### src/rtl/uart_pkg.sv
// Shared UART definitions: state encoding, default line settings and tick divisor helper.
package uart_pkg;

    localparam int UART_BAUD       = 9600;
    localparam int UART_OVERSAMPLE = 16;

    // Receiver state encoding
    localparam logic [2:0] S_IDLE      = 3'd0;
    localparam logic [2:0] S_START     = 3'd1;
    localparam logic [2:0] S_DATA      = 3'd2;
    localparam logic [2:0] S_STOP      = 3'd3;
    localparam logic [2:0] S_WAIT_HIGH = 3'd4;

    function automatic int calc_div(input int clk_freq, input int baud, input int oversample);
        return clk_freq / (baud * oversample);
    endfunction

endpackage

### src/rtl/uart_baud_tick.sv
// Oversampling tick generator: counts 0..DIV-1 while enabled, one-clock tick at DIV-1.
module uart_baud_tick #(
    parameter int DIV = 651
) (
    input  logic clk,
    input  logic rst,
    input  logic en,
    input  logic clr,
    output logic tick
);

    localparam int W = $clog2(DIV);
    localparam logic [W-1:0] LAST = W'(DIV - 1);

    logic [W-1:0] cnt;

    always_ff @(posedge clk or posedge rst) begin
        if (rst)
            cnt <= '0;
        else if (clr)
            cnt <= '0;
        else if (en)
            cnt <= (cnt == LAST) ? '0 : cnt + W'(1);
    end

    assign tick = en && !clr && (cnt == LAST);

endmodule

### src/rtl/uart_rx_byte.sv
// Oversampled 8N1 UART receiver: synchronised rx, mid-bit sampling, framing error detect.
module uart_rx_byte
    import uart_pkg::*;
#(
    parameter int CLK_FREQ   = 100_000_000,
    parameter int BAUD       = UART_BAUD,
    parameter int OVERSAMPLE = UART_OVERSAMPLE,
    parameter int DIV        = calc_div(CLK_FREQ, BAUD, OVERSAMPLE)
) (
    input  logic       clk,
    input  logic       rst,
    input  logic       rx,
    output logic [7:0] data_output,
    output logic       data_ready,
    output logic       frame_error,
    output logic       busy
);

    localparam int SUB_W = $clog2(OVERSAMPLE);
    localparam logic [SUB_W-1:0] SUB_MID  = SUB_W'(OVERSAMPLE / 2 - 1);
    localparam logic [SUB_W-1:0] SUB_LAST = SUB_W'(OVERSAMPLE - 1);

    logic [1:0]       sync_ff;
    logic             rxs;
    logic [2:0]       state;
    logic [SUB_W-1:0] sub_cnt;
    logic [2:0]       bit_cnt;
    logic [7:0]       shift_reg;
    logic             tick;
    logic             tick_clr;

    always_ff @(posedge clk or posedge rst) begin
        if (rst)
            sync_ff <= 2'b11;
        else
            sync_ff <= {sync_ff[0], rx};
    end
    assign rxs = sync_ff[1];

    // Tick counter is held at zero in IDLE so bit timing aligns to the start edge.
    assign tick_clr = (state == S_IDLE);

    uart_baud_tick #(.DIV(DIV)) u_tick (
        .clk  (clk),
        .rst  (rst),
        .en   (!tick_clr),
        .clr  (tick_clr),
        .tick (tick)
    );

    always_ff @(posedge clk or posedge rst) begin
        if (rst) begin
            state       <= S_IDLE;
            sub_cnt     <= '0;
            bit_cnt     <= '0;
            shift_reg   <= '0;
            data_output <= '0;
            data_ready  <= 1'b0;
            frame_error <= 1'b0;
        end else begin
            data_ready  <= 1'b0;
            frame_error <= 1'b0;
            case (state)
                S_IDLE: begin
                    sub_cnt <= '0;
                    if (!rxs)
                        state <= S_START;
                end
                S_START: if (tick) begin
                    if (sub_cnt == SUB_MID) begin
                        sub_cnt <= '0;
                        bit_cnt <= '0;
                        state   <= rxs ? S_IDLE : S_DATA;
                    end else begin
                        sub_cnt <= sub_cnt + SUB_W'(1);
                    end
                end
                S_DATA: if (tick) begin
                    if (sub_cnt == SUB_LAST) begin
                        sub_cnt   <= '0;
                        shift_reg <= {rxs, shift_reg[7:1]};
                        if (bit_cnt == 3'd7) begin
                            bit_cnt <= '0;
                            state   <= S_STOP;
                        end else begin
                            bit_cnt <= bit_cnt + 3'd1;
                        end
                    end else begin
                        sub_cnt <= sub_cnt + SUB_W'(1);
                    end
                end
                S_STOP: if (tick) begin
                    if (sub_cnt == SUB_LAST) begin
                        sub_cnt <= '0;
                        if (rxs) begin
                            data_output <= shift_reg;
                            data_ready  <= 1'b1;
                            state       <= S_IDLE;
                        end else begin
                            frame_error <= 1'b1;
                            state       <= S_WAIT_HIGH;
                        end
                    end else begin
                        sub_cnt <= sub_cnt + SUB_W'(1);
                    end
                end
                // A held-low line (break) must not be mistaken for new start bits.
                S_WAIT_HIGH: if (rxs) state <= S_IDLE;
                default: state <= S_IDLE;
            endcase
        end
    end

    assign busy = (state != S_IDLE);

endmodule

### config.mk
export PLATFORM = sky130hd
export DESIGN_NAME = uart_rx_byte
export DESIGN_NICKNAME = d
export VERILOG_FILES = /design/src/rtl/uart_pkg.sv /design/src/rtl/uart_baud_tick.sv /design/src/rtl/uart_rx_byte.sv
export SDC_FILE = /design/constraint.sdc
export NUM_CORES = 1
export LEC_CHECK = 0
export BUFFER_PORTS_ARGS = -buffer_cell sky130_fd_sc_hd__buf_2
export CAP_MARGIN = 20
export CORE_MARGIN = 5
export CORE_UTILIZATION = 45
export DETAILED_ROUTE_END_ITERATION = 10
export SYNTH_ARGS = -nofsm -noshare
export SYNTH_HDL_FRONTEND = slang
export SYNTH_HIERARCHICAL = 1
export SYNTH_SLANG_ARGS = --single-unit
export TNS_END_PERCENT = 100
### constraint.sdc
create_clock -name clk -period 3.3 [get_ports clk]
set_input_delay 0.33 -clock clk [delete_from_list [all_inputs] [get_ports clk]]
set_output_delay 0.33 -clock clk [all_outputs]
set_load 0.01 [all_outputs]
Word-level counts from Yosys, hierarchy flattened

Cells that the tools add are included.
Widths: inputs -> output; s select.

Add/sub/neg operators: 3
Equal/unequal tests: 18
Muxes and demuxes: 33
Reduce and logical (&&, ||, !) cells: 12

Operators with widths:

| kind                  | number |
|---|---|
| $mux 3                | 15 |
| $mux 10               | 2 |
| $ne 2x2->1 const B    | 9 |
| $mux 4                | 4 |
| $pmux 3 s5            | 1 |
| $pmux 4 s3            | 1 |
| $add 10x1->10 const B | 1 |
| $eq 10x10->1 const B  | 1 |
| $reduce_and 9->1      | 1 |
| $mux 1                | 8 |
| $eq 3x2->1 const B    | 2 |
| $eq 3x3->1 const B    | 2 |
| $pmux 3 s2            | 1 |
| $reduce_and 3->1      | 2 |
| $reduce_bool 3->1     | 2 |
| $reduce_and 5->1      | 1 |
| $add 4x1->4 const B   | 1 |
| $eq 4x3->1 const B    | 1 |
| $eq 4x4->1 const B    | 1 |
| $reduce_and 4->1      | 1 |
| $add 3x1->3 const B   | 1 |
| $eq 3x1->1 const B    | 1 |
| $logic_not 3->1       | 1 |
| $mux 2                | 1 |
| 5 further kinds       | 5 |

Register bits after elaboration: 40
Output and inout bits: 11
Word-level logic and storage cells: 75

Logic depth before layout (Yosys ltp)

Gate-level depths: netlist of run 1.

Depth after elaboration: 5
Mapped depth: 10
Gate-level depth less buffers: 8

Modules after synthesis

Netlist of run 1, hierarchy kept.

Modules (own cells, without submodules):

| module         | times used | cells each | area an instance (µm²) | seq. area each (µm²) |
|---|---|---|---|---|
| uart_rx_byte   | 1          | 103        | 1331.3                 | 753.2 |
| uart_baud_tick | 1          | 66         | 599.3                  | 250.2 |

Worst setup path before layout of run 1

No wires, ideal clock.

Path kind: reg-to-reg
From: register state[0]
To: register shift_reg[0]
Setup time: 0.125 ns
Data arrival time: 2.344 ns
Path slack: 0.831 ns
Stages on the path, launching flop included: 11
Buffers on the path: 2
Period minus slack after synthesis: 2.469 ns
Cell sequence: dfrtp_1 -> clkbuf_2 -> nor2_1 -> nand2_1 -> inv_1 -> nand2b_1 -> nor2_1 -> buf_4 -> nand4_1 -> nor3_4 -> mux2_2

Longest elaborated chain between the ends: 4
Elaborated cells on any way between the ends: 5
Those cells by class: 1 x eq/ne; 4 x reduce/logical

Ends and longest elaborated chain:

| item                       | RTL line                                 | source |
|---|---|---|
| from (decl)                | uart_rx_byte.sv:25                       | `logic [2:0] state;` |
| from (signal assigned)     | uart_rx_byte.sv:73                       | `state <= rxs ? S_IDLE : S_DATA;` |
| $logic_not 3->1            | uart_rx_byte.sv:41                       | `assign tick_clr = (state == S_IDLE);` |
| named net tick_clr         | uart_rx_byte.sv:30                       | `logic tick_clr;` |
| $logic_not 1->1            | uart_baud_tick.sv:26, uart_rx_byte.sv:46 |  |
| $logic_and 1x1->1          | uart_baud_tick.sv:26                     | `assign tick = en && !clr && (cnt == LAST);` |
| named net tick             | uart_rx_byte.sv:29                       | `logic tick;` |
| $reduce_and 3->1 (no line) | n/a                                      |  |
| to (signal assigned)       | uart_rx_byte.sv:81                       | `shift_reg <= {rxs, shift_reg[7:1]};` |
| to (decl)                  | uart_rx_byte.sv:28                       | `logic [7:0] shift_reg;` |

The timed path passes the listed nets, and every way through them passes these cells.
A chain may end at the register's enable or synchronous reset.

Worst setup path after layout of run 1

From: register state[0]
To: register shift_reg[7]

Same word-level chain as after synthesis.

==> summary.json, run 1 <==
{
  "fp.dieW_um": 75.5,
  "grt_first_pass_wirelength_um": 6250,
  "synthesis.nets": 177,
  "post_synth_inst_count": 169,
  "gr-total-overflow": 0,
  "detail_route.vias_per_cell": 5.65,
  "synthDistinctLibCells": 46,
  "worst_path_max_delay_cell": "dfrtp_1",
  "arrival_ns": 3.01,
  "switching_share_pct": 20.3,
  "met1_capacity_usage_during_global_routing_pct": 19.3,
  "clock-sinks": 40,
  "boundaryPins": 14,
  "synth-async-reset-ratio_pct": 100,
  "post_detailed_routing_wire_length_um": 3560,
  "number_of_hold_buffers_added_after_cts": 0,
  "synth.cell_area_um2": 1930,
  "cts.root.buffer_cell": "clkbuf_8",
  "delay_of_the_slowest_critical_path_stage_ns": 0.59,
  "drt_pass1_iterations": 4,
  "initial_core_util_pct": 47.2,
  "run_status": "finished, final reports clean",
  "p_leak_nw": 1.07,
  "insertion_delay_ns": 0.29,
  "comb_power_share_pct": 1.3,
  "die_y_um": 75.5,
  "synth-warning-count": 6,
  "grt_busiest_layer": "met2",
  "clockPowerShare_pct": 44.2,
  "use_met2_pct": 22.2,
  "final_core_util_pct": 52.8,
  "worstSetupStartpointType": "flop",
  "maxSlewHeadroom_pct": 64.4,
  "io_buffer_count": 13,
  "cts_buffers": 5,
  "hold_path.class": "in2async",
  "worst_pin_slew_ns": 0.532,
  "setup_clock_skew_after_layout_ns": 0.00692,
  "critPathTopFamily": "simple AND/OR/NAND/NOR gates",
  "fp.coreArea_um2": 4090,
  "worstRegToRegCells": 8,
  "rr_endpoint": "shift_reg[7]",
  "grtUsageTotal_pct": 14.6,
  "global_route.usage.met3_pct": 3.56,
  "clk_path_buf_depth": 2,
  "num-fill-cells": 383,
  "timing.critical_path.mode_cell": "nor2_1",
  "pin_count_of_the_biggest_net_entering_global_routing": 31,
  "layout_worst_path_cycle_share_pct": 85.9,
  "fmax_mhz": 353,
  "cts_htree_levels": 2,
  "power.ir.vdd_worst_mv": 0.338,
  "ys.flop_type": "dfrtp_1",
  "detailedRoute.firstIterationViolations": 109,
  "area_delta_synth_final_pct": 11.8,
  "syn-mean-instance-area_um2": 11.4,
  "crit_path_capture_type": "flop",
  "worst_reg2reg_setup_slack_ns": 0.47,
  "number_of_global_route_vias_before_repair": 1365,
  "cp.buffers_inverters": 1,
  "drive_above_1_share_pct": 29.9,
  "placementRows": 23,
  "post-dp-hpwl_um": 2570,
  "cp_max_fo": 12,
  "cts_resized": 0,
  "post_cts.repair.setup_buffers": 0,
  "final-hold-violation-count": 0,
  "synth_edf_count": 0,
  "critical_path_cell_count": 8,
  "synth_sequential_area_ratio_pct": 52.0,
  "tritoncts": "done",
  "gpl.final_weighted_congestion": 0.863,
  "power_density_nw_per_um2": 420,
  "num_antenna_cells": 0,
  "grt_setup_unrepaired": "no",
  "number_of_antenna_violations_at_the_first_check_in_global_routing": 0,
  "p_seq_share_pct": 54.5,
  "crit_type": "reg2reg",
  "number_of_flip_flops_under_the_largest_register_name": 10,
  "final-max-slew-violation-count": 0,
  "post-route-drc-count": 0,
  "finalCriticalPeriod_ns": 2.83,
  "path_cells": "nor2_1, nand2_1, inv_1, nand2b_1, nor2_1, nand4_1, nor3_4, mux2_2",
  "max_cap_violations": 0,
  "r2r_start": "state[0]",
  "die_area_um2": 5700,
  "flop_and_latch_count_out_of_synthesis": 40,
  "critical_path_required_ns": 3.48,
  "timing.final.setup_violations": 0,
  "wire_per_inst_um": 15.0,
  "detail-route-antenna-nets": 0,
  "setup_total_negative_slack_ns": 0,
  "power.net_switching_mw": 0.184,
  "via_count": 1338,
  "clkSlewWorstSetupHoldPaths_ns": 0.08,
  "p_int_mw": 0.722,
  "final_net_count": 194
}
==> logic make-up (layout without fill, tap and decap cells) <==
kind of cell | count (synthesis) | count (layout) | share of synthesized area, %
multiplexers | 18 | 18 | 10.4
AND/OR/NAND/NOR | 59 | 59 | 18.2
AO/OA/AOI/OAI | 32 | 32 | 11.9
buffers and inverters | 12 | 30 | 2.92
adder cells (fa/ha/maj) | 5 | 5 | 3.24
XOR/XNOR | 3 | 3 | 1.36
flip-flops | 40 | 40 | 52.0
==> cell type report <==
class	count	area, µm²	area share, %
multi-input combinational	117	871	40.3
sequential	40	1000	46.5
timing repair buffer	15	80.1	3.71
tap	50	62.6	2.90
clock inverter	3	46.3	2.14
inverter	7	26.3	1.22
clock buffer	5	68.8	3.19
==> layout by cell type (no fill, tap or decap), types with 2 or more instances in the layout <==
| cell type | count |
|---|---|
| o31ai_1 | 2 |
| xor2_1 | 3 |
| or4_1 | 4 |
| nand2b_1 | 3 |
| nand2_1 | 18 |
| a21oi_1 | 5 |
| nor3_4 | 2 |
| inv_1 | 7 |
| nand4_1 | 4 |
| buf_4 | 2 |
| a22o_2 | 2 |
| dfstp_2 | 2 |
| o21ai_0 | 9 |
| nor2b_1 | 2 |
| clkbuf_8 | 5 |
| nor2_1 | 6 |
| mux2_2 | 17 |
| o211ai_1 | 3 |
| o2bb2ai_1 | 2 |
| or3_2 | 2 |
| dfrtp_1 | 38 |
| ha_1 | 5 |
| buf_2 | 13 |
| nand3_1 | 6 |
==> metal layers <==
metal | wire length (µm) | vias to the layer above
met1 | 1650 | 653
met4 | 83 | 0
met5 | 0 | -
li1 | - | 652
met2 | 1700 | 23
met3 | 127 | 10
==> metrics by stage <==
| step | area [µm²] | std cells | total power [mW] | hold slack (ns) | worst slack, ns |
|---|---|---|---|---|---|
| floorplan | 1930 | 169 | 0.510 | 0.170 | 0.831 |
| global placement | 2040 | 229 | 0.515 | 0.333 | 0.623 |
| detailed placement | 2040 | 229 | 0.516 | 0.347 | 0.492 |
| CTS | 2160 | 237 | 0.921 | 0.0334 | 0.469 |
| global route | 2160 | 237 | 0.944 | 0.0444 | 0.226 |
| finish | 2160 | 237 | 0.906 | 0.0207 | 0.465 |
==> worst max path at each step <==
| stage | startpoint | end |
|---|---|---|
| CTS | state[0] | shift_reg[0] |
| global route | state[0] | shift_reg[1] |
| floorplan | state[0] | shift_reg[0] |
| detailed placement | state[0] | shift_reg[2] |
| global placement | state[0] | shift_reg[3] |
| finish | state[0] | shift_reg[7] |
==> cell usage after synthesis, types with 2 or more instances <==
cell type / instances / share of area, %
or3_2: 2 / 0.78
nand2_1: 18 / 3.5
dfstp_2: 2 / 2.7
o2bb2ai_1: 2 / 0.91
o211ai_1: 3 / 1.2
buf_4: 2 / 0.78
mux2_2: 17 / 9.9
nor2b_1: 2 / 0.65
o21ai_0: 9 / 2.3
nor2_1: 6 / 1.2
nor3_4: 2 / 1.7
nand3_1: 6 / 1.6
nand4_1: 4 / 1.3
inv_1: 7 / 1.4
a22o_2: 2 / 1.0
xor2_1: 3 / 1.4
ha_1: 5 / 3.2
a21oi_1: 5 / 1.3
o31ai_1: 2 / 0.78
buf_2: 2 / 0.52
dfrtp_1: 38 / 49
nand2b_1: 3 / 0.97
or4_1: 4 / 1.6
==> power by group through the flow <==
stage | Combinational [mW] | Sequential (mW) | Clock [mW]
after floorplan | 0.00783 | 0.502 | 0
after global placement | 0.0126 | 0.503 | 0
after detailed placement | 0.0129 | 0.503 | 0
after CTS | 0.0130 | 0.493 | 0.415
after global routing | 0.0144 | 0.493 | 0.436
final | 0.0119 | 0.493 | 0.401
(Power assumes the default switching activity.)
==> run 2, diff against run 1 <==
- ABC_AREA: unset -> 1
==> summary.json, run 2 <==
{
  "synth_area_leader_cell": "dfrtp_1",
  "area_delta_synth_final_pct": 9.74,
  "delay_of_the_slowest_critical_path_stage_ns": 0.61,
  "run_status": "finished, final reports clean",
  "timing.final.setup_violations": 0,
  "number_of_global_route_vias_before_repair": 1383,
  "met2_wirelength_um": 1590,
  "post-route-drc-count": 0,
  "timing.critical_path.mode_cell": "inv_1",
  "grt_first_pass_wirelength_um": 6150,
  "drive_above_1_share_pct": 21.3,
  "met3_length_um": 180,
  "synth.cell_area_um2": 2070,
  "cts_htree_levels": 2,
  "setup_total_negative_slack_ns": 0,
  "die_y_um": 77.8,
  "crit_path_capture_type": "flop",
  "die_area_um2": 6050,
  "hold_path.class": "in2async",
  "detailedRoute.firstIterationViolations": 90,
  "final-max-slew-violation-count": 0,
  "worst_pin_slew_ns": 0.501,
  "max_cap_violations": 0,
  "clkSlewWorstSetupHoldPaths_ns": 0.08,
  "worstRegToRegCells": 13,
  "commonest_non_fill_non_tap_cell_in_the_layout": "nand2_1",
  "syn-mean-instance-area_um2": 8.48,
  "crit_type": "reg2reg",
  "path_cells": "nor2_2, inv_1, nor2_1, inv_1, inv_1, nor3_1, inv_2, nor2_4, inv_2, nor2_8, inv_1, nand2_1, o21ai_1",
  "gr-total-overflow": 0,
  "clk_path_buf_depth": 2,
  "number_of_flip_flops_under_the_largest_register_name": 10,
  "cts.root.buffer_cell": "clkbuf_8",
  "synth_edf_count": 0,
  "placed_cells_incl_taps": 307,
  "initial_core_util_pct": 46.9,
  "gpl.final_weighted_congestion": 0.805,
  "cts_buffers": 5,
  "p_leak_nw": 1.17,
  "fp.dieW_um": 77.8,
  "final_cell_mix": "nand2_1 (59), dfrtp_1 (38), inv_1 (33)",
  "post-dp-hpwl_um": 2630,
  "worst_reg2reg_setup_slack_ns": 0.92,
  "clock-sinks": 40,
  "netlist_top_cells_count": "nand2_1 (59), dfrtp_1 (38), inv_1 (33)",
  "setup_clock_skew_after_layout_ns": 0.00574,
  "flop_and_latch_count_out_of_synthesis": 40,
  "pin_count_of_the_biggest_net_entering_global_routing": 31,
  "tritoncts": "done",
  "drt_pass1_iterations": 4,
  "final_net_count": 270,
  "post_detailed_routing_wire_length_um": 3600,
  "num_antenna_cells": 0,
  "via_count": 1541,
  "post_synth_inst_count": 244,
  "grt_setup_unrepaired": "no",
  "detail-route-antenna-nets": 0,
  "placed_cell_area_um2": 2170,
  "boundaryPins": 14,
  "worstSetupStartpointType": "flop",
  "finalCriticalPeriod_ns": 2.38,
  "synthesis.nets": 252,
  "rr_endpoint": "shift_reg[0]",
  "synth-warning-count": 6,
  "detail_route.vias_per_cell": 4.89,
  "fmax_mhz": 420,
  "synthMostInstantiatedCell": "nand2_1",
  "arrival_ns": 2.57,
  "top_layer": "met4",
  "cp_max_fo": 17,
  "critical_path_required_ns": 3.48,
  "number_of_hold_buffers_added_after_cts": 0,
  "io_buffer_count": 13,
  "cts_resized": 0,
  "power.ir.vdd_worst_mv": 0.227,
  "post-synth-top-area-fraction_pct": 46.0,
  "ys.flop_type": "dfrtp_1",
  "synth-async-reset-ratio_pct": 100,
  "synth_sequential_area_ratio_pct": 48.5,
  "post_cts.repair.setup_buffers": 0,
  "number_of_antenna_violations_at_the_first_check_in_global_routing": 0,
  "final-instance-count-excl-fill": 315,
  "r2r_start": "state[1]",
  "power_density_nw_per_um2": 374,
  "layout_worst_path_cycle_share_pct": 72.2,
  "wire_per_inst_um": 11.4,
  "setup.worst_path.end": "shift_reg[0]",
  "maxSlewHeadroom_pct": 66.5,
  "final-hold-violation-count": 0,
  "m1WireLength_um": 1770,
  "startpoint": "state[1]",
  "synthDistinctLibCells": 30,
  "synth.area.top_cells": "dfrtp_1 (46%), nand2_1 (11%), inv_1 (6.0%), nand3_1 (4.4%), o21ai_2 (3.8%)",
  "placementRows": 24,
  "worst_path_max_delay_cell": "dfrtp_1",
  "fp.coreArea_um2": 4410,
  "design_area_um2": 2270,
  "grtUsageTotal_pct": 12.6,
  "insertion_delay_ns": 0.29
}
-- run 2: cell count changes in the layout (fill, tap and decap cells not counted), sizes merged, moves of 3 or more --
cell / before / now
or4: 5 / 0
nand2: 18 / 65
o21ai: 10 / 30
o22ai: 0 / 3
mux2: 17 / 0
nand2b: 3 / 0
o211ai: 3 / 0
nand3: 7 / 19
nor2: 6 / 26
inv: 8 / 38
-- run 2: area by class of cell --
class	instances	area [µm²]
clock buffers	6	82.6
clock inverters	2	15.0
fillers	417	2140
inverters	38	143
multi-input cells	163	888
flip-flops and latches	40	1000
well taps	52	65.1
repair buffers	14	72.6
-- run 2: power by group --
part | switching (mW) | internal [mW] | leakage, nW | total, mW
combinational | 0.0103 | 0.00218 | 0.586 | 0.0125
clock | 0.174 | 0.169 | 0.0434 | 0.343
sequential | 0.00187 | 0.492 | 0.537 | 0.494
-- run 2: routing by layer --
| metal | GRT usage, % | vias up |
|---|---|---|
| met5 | 0 | - |
| met4 | 4.64 | 0 |
| met3 | 4.17 | 7 |
| met2 | 19.4 | 24 |
| met1 | 16.6 | 699 |
| li1 | - | 811 |
-- run 2: cell families (layout without fill, tap and decap cells) --
| logic type | count (synthesis) | after routing | synth area share, % |
|---|---|---|---|
| XOR/XNOR | 3 | 3 | 1.27 |
| adder cells (fa/ha/maj) | 5 | 5 | 3.02 |
| flip-flops | 40 | 40 | 48.5 |
| AND/OR/NAND/NOR | 118 | 118 | 27.6 |
| AO/OA/AOI/OAI | 37 | 37 | 11.1 |
| buffers and inverters | 41 | 60 | 8.53 |
-- run 2: metrics by stage --
| step | hold slack (ns) | setup WS, ns | utilization, % | power (mW) |
|---|---|---|---|---|
| finish | 0.0197 | 0.917 | 51.4 | 0.850 |
| global route | 0.0504 | 0.566 | 51.4 | 0.889 |
| CTS | 0.0293 | 0.893 | 51.4 | 0.867 |
| detailed placement | 0.347 | 0.916 | 49.2 | 0.517 |
| global placement | 0.346 | 0.945 | 49.2 | 0.517 |
| floorplan | 0.170 | 1.24 | - | 0.511 |
-- run 2: worst min path at each step --
stage               cells past startpoint       endpoint  startpoint  slack [ns]
floorplan                               1  u_tick/cnt[0]         rst        0.17
global placement                        2  u_tick/cnt[7]         rst        0.35
detailed placement                      2  u_tick/cnt[7]         rst        0.35
CTS                                     2  u_tick/cnt[9]         rst        0.03
global route                            2  u_tick/cnt[9]         rst        0.05
finish                                  2  u_tick/cnt[9]         rst        0.02
-- run 2: worst max-delay path: cells and delay by family (launching register included) --
family,cells,cell delay [ns]
flops,1,0.61
simple gates,6,1.05
compound gates,1,0.05
buf+inv,6,0.55
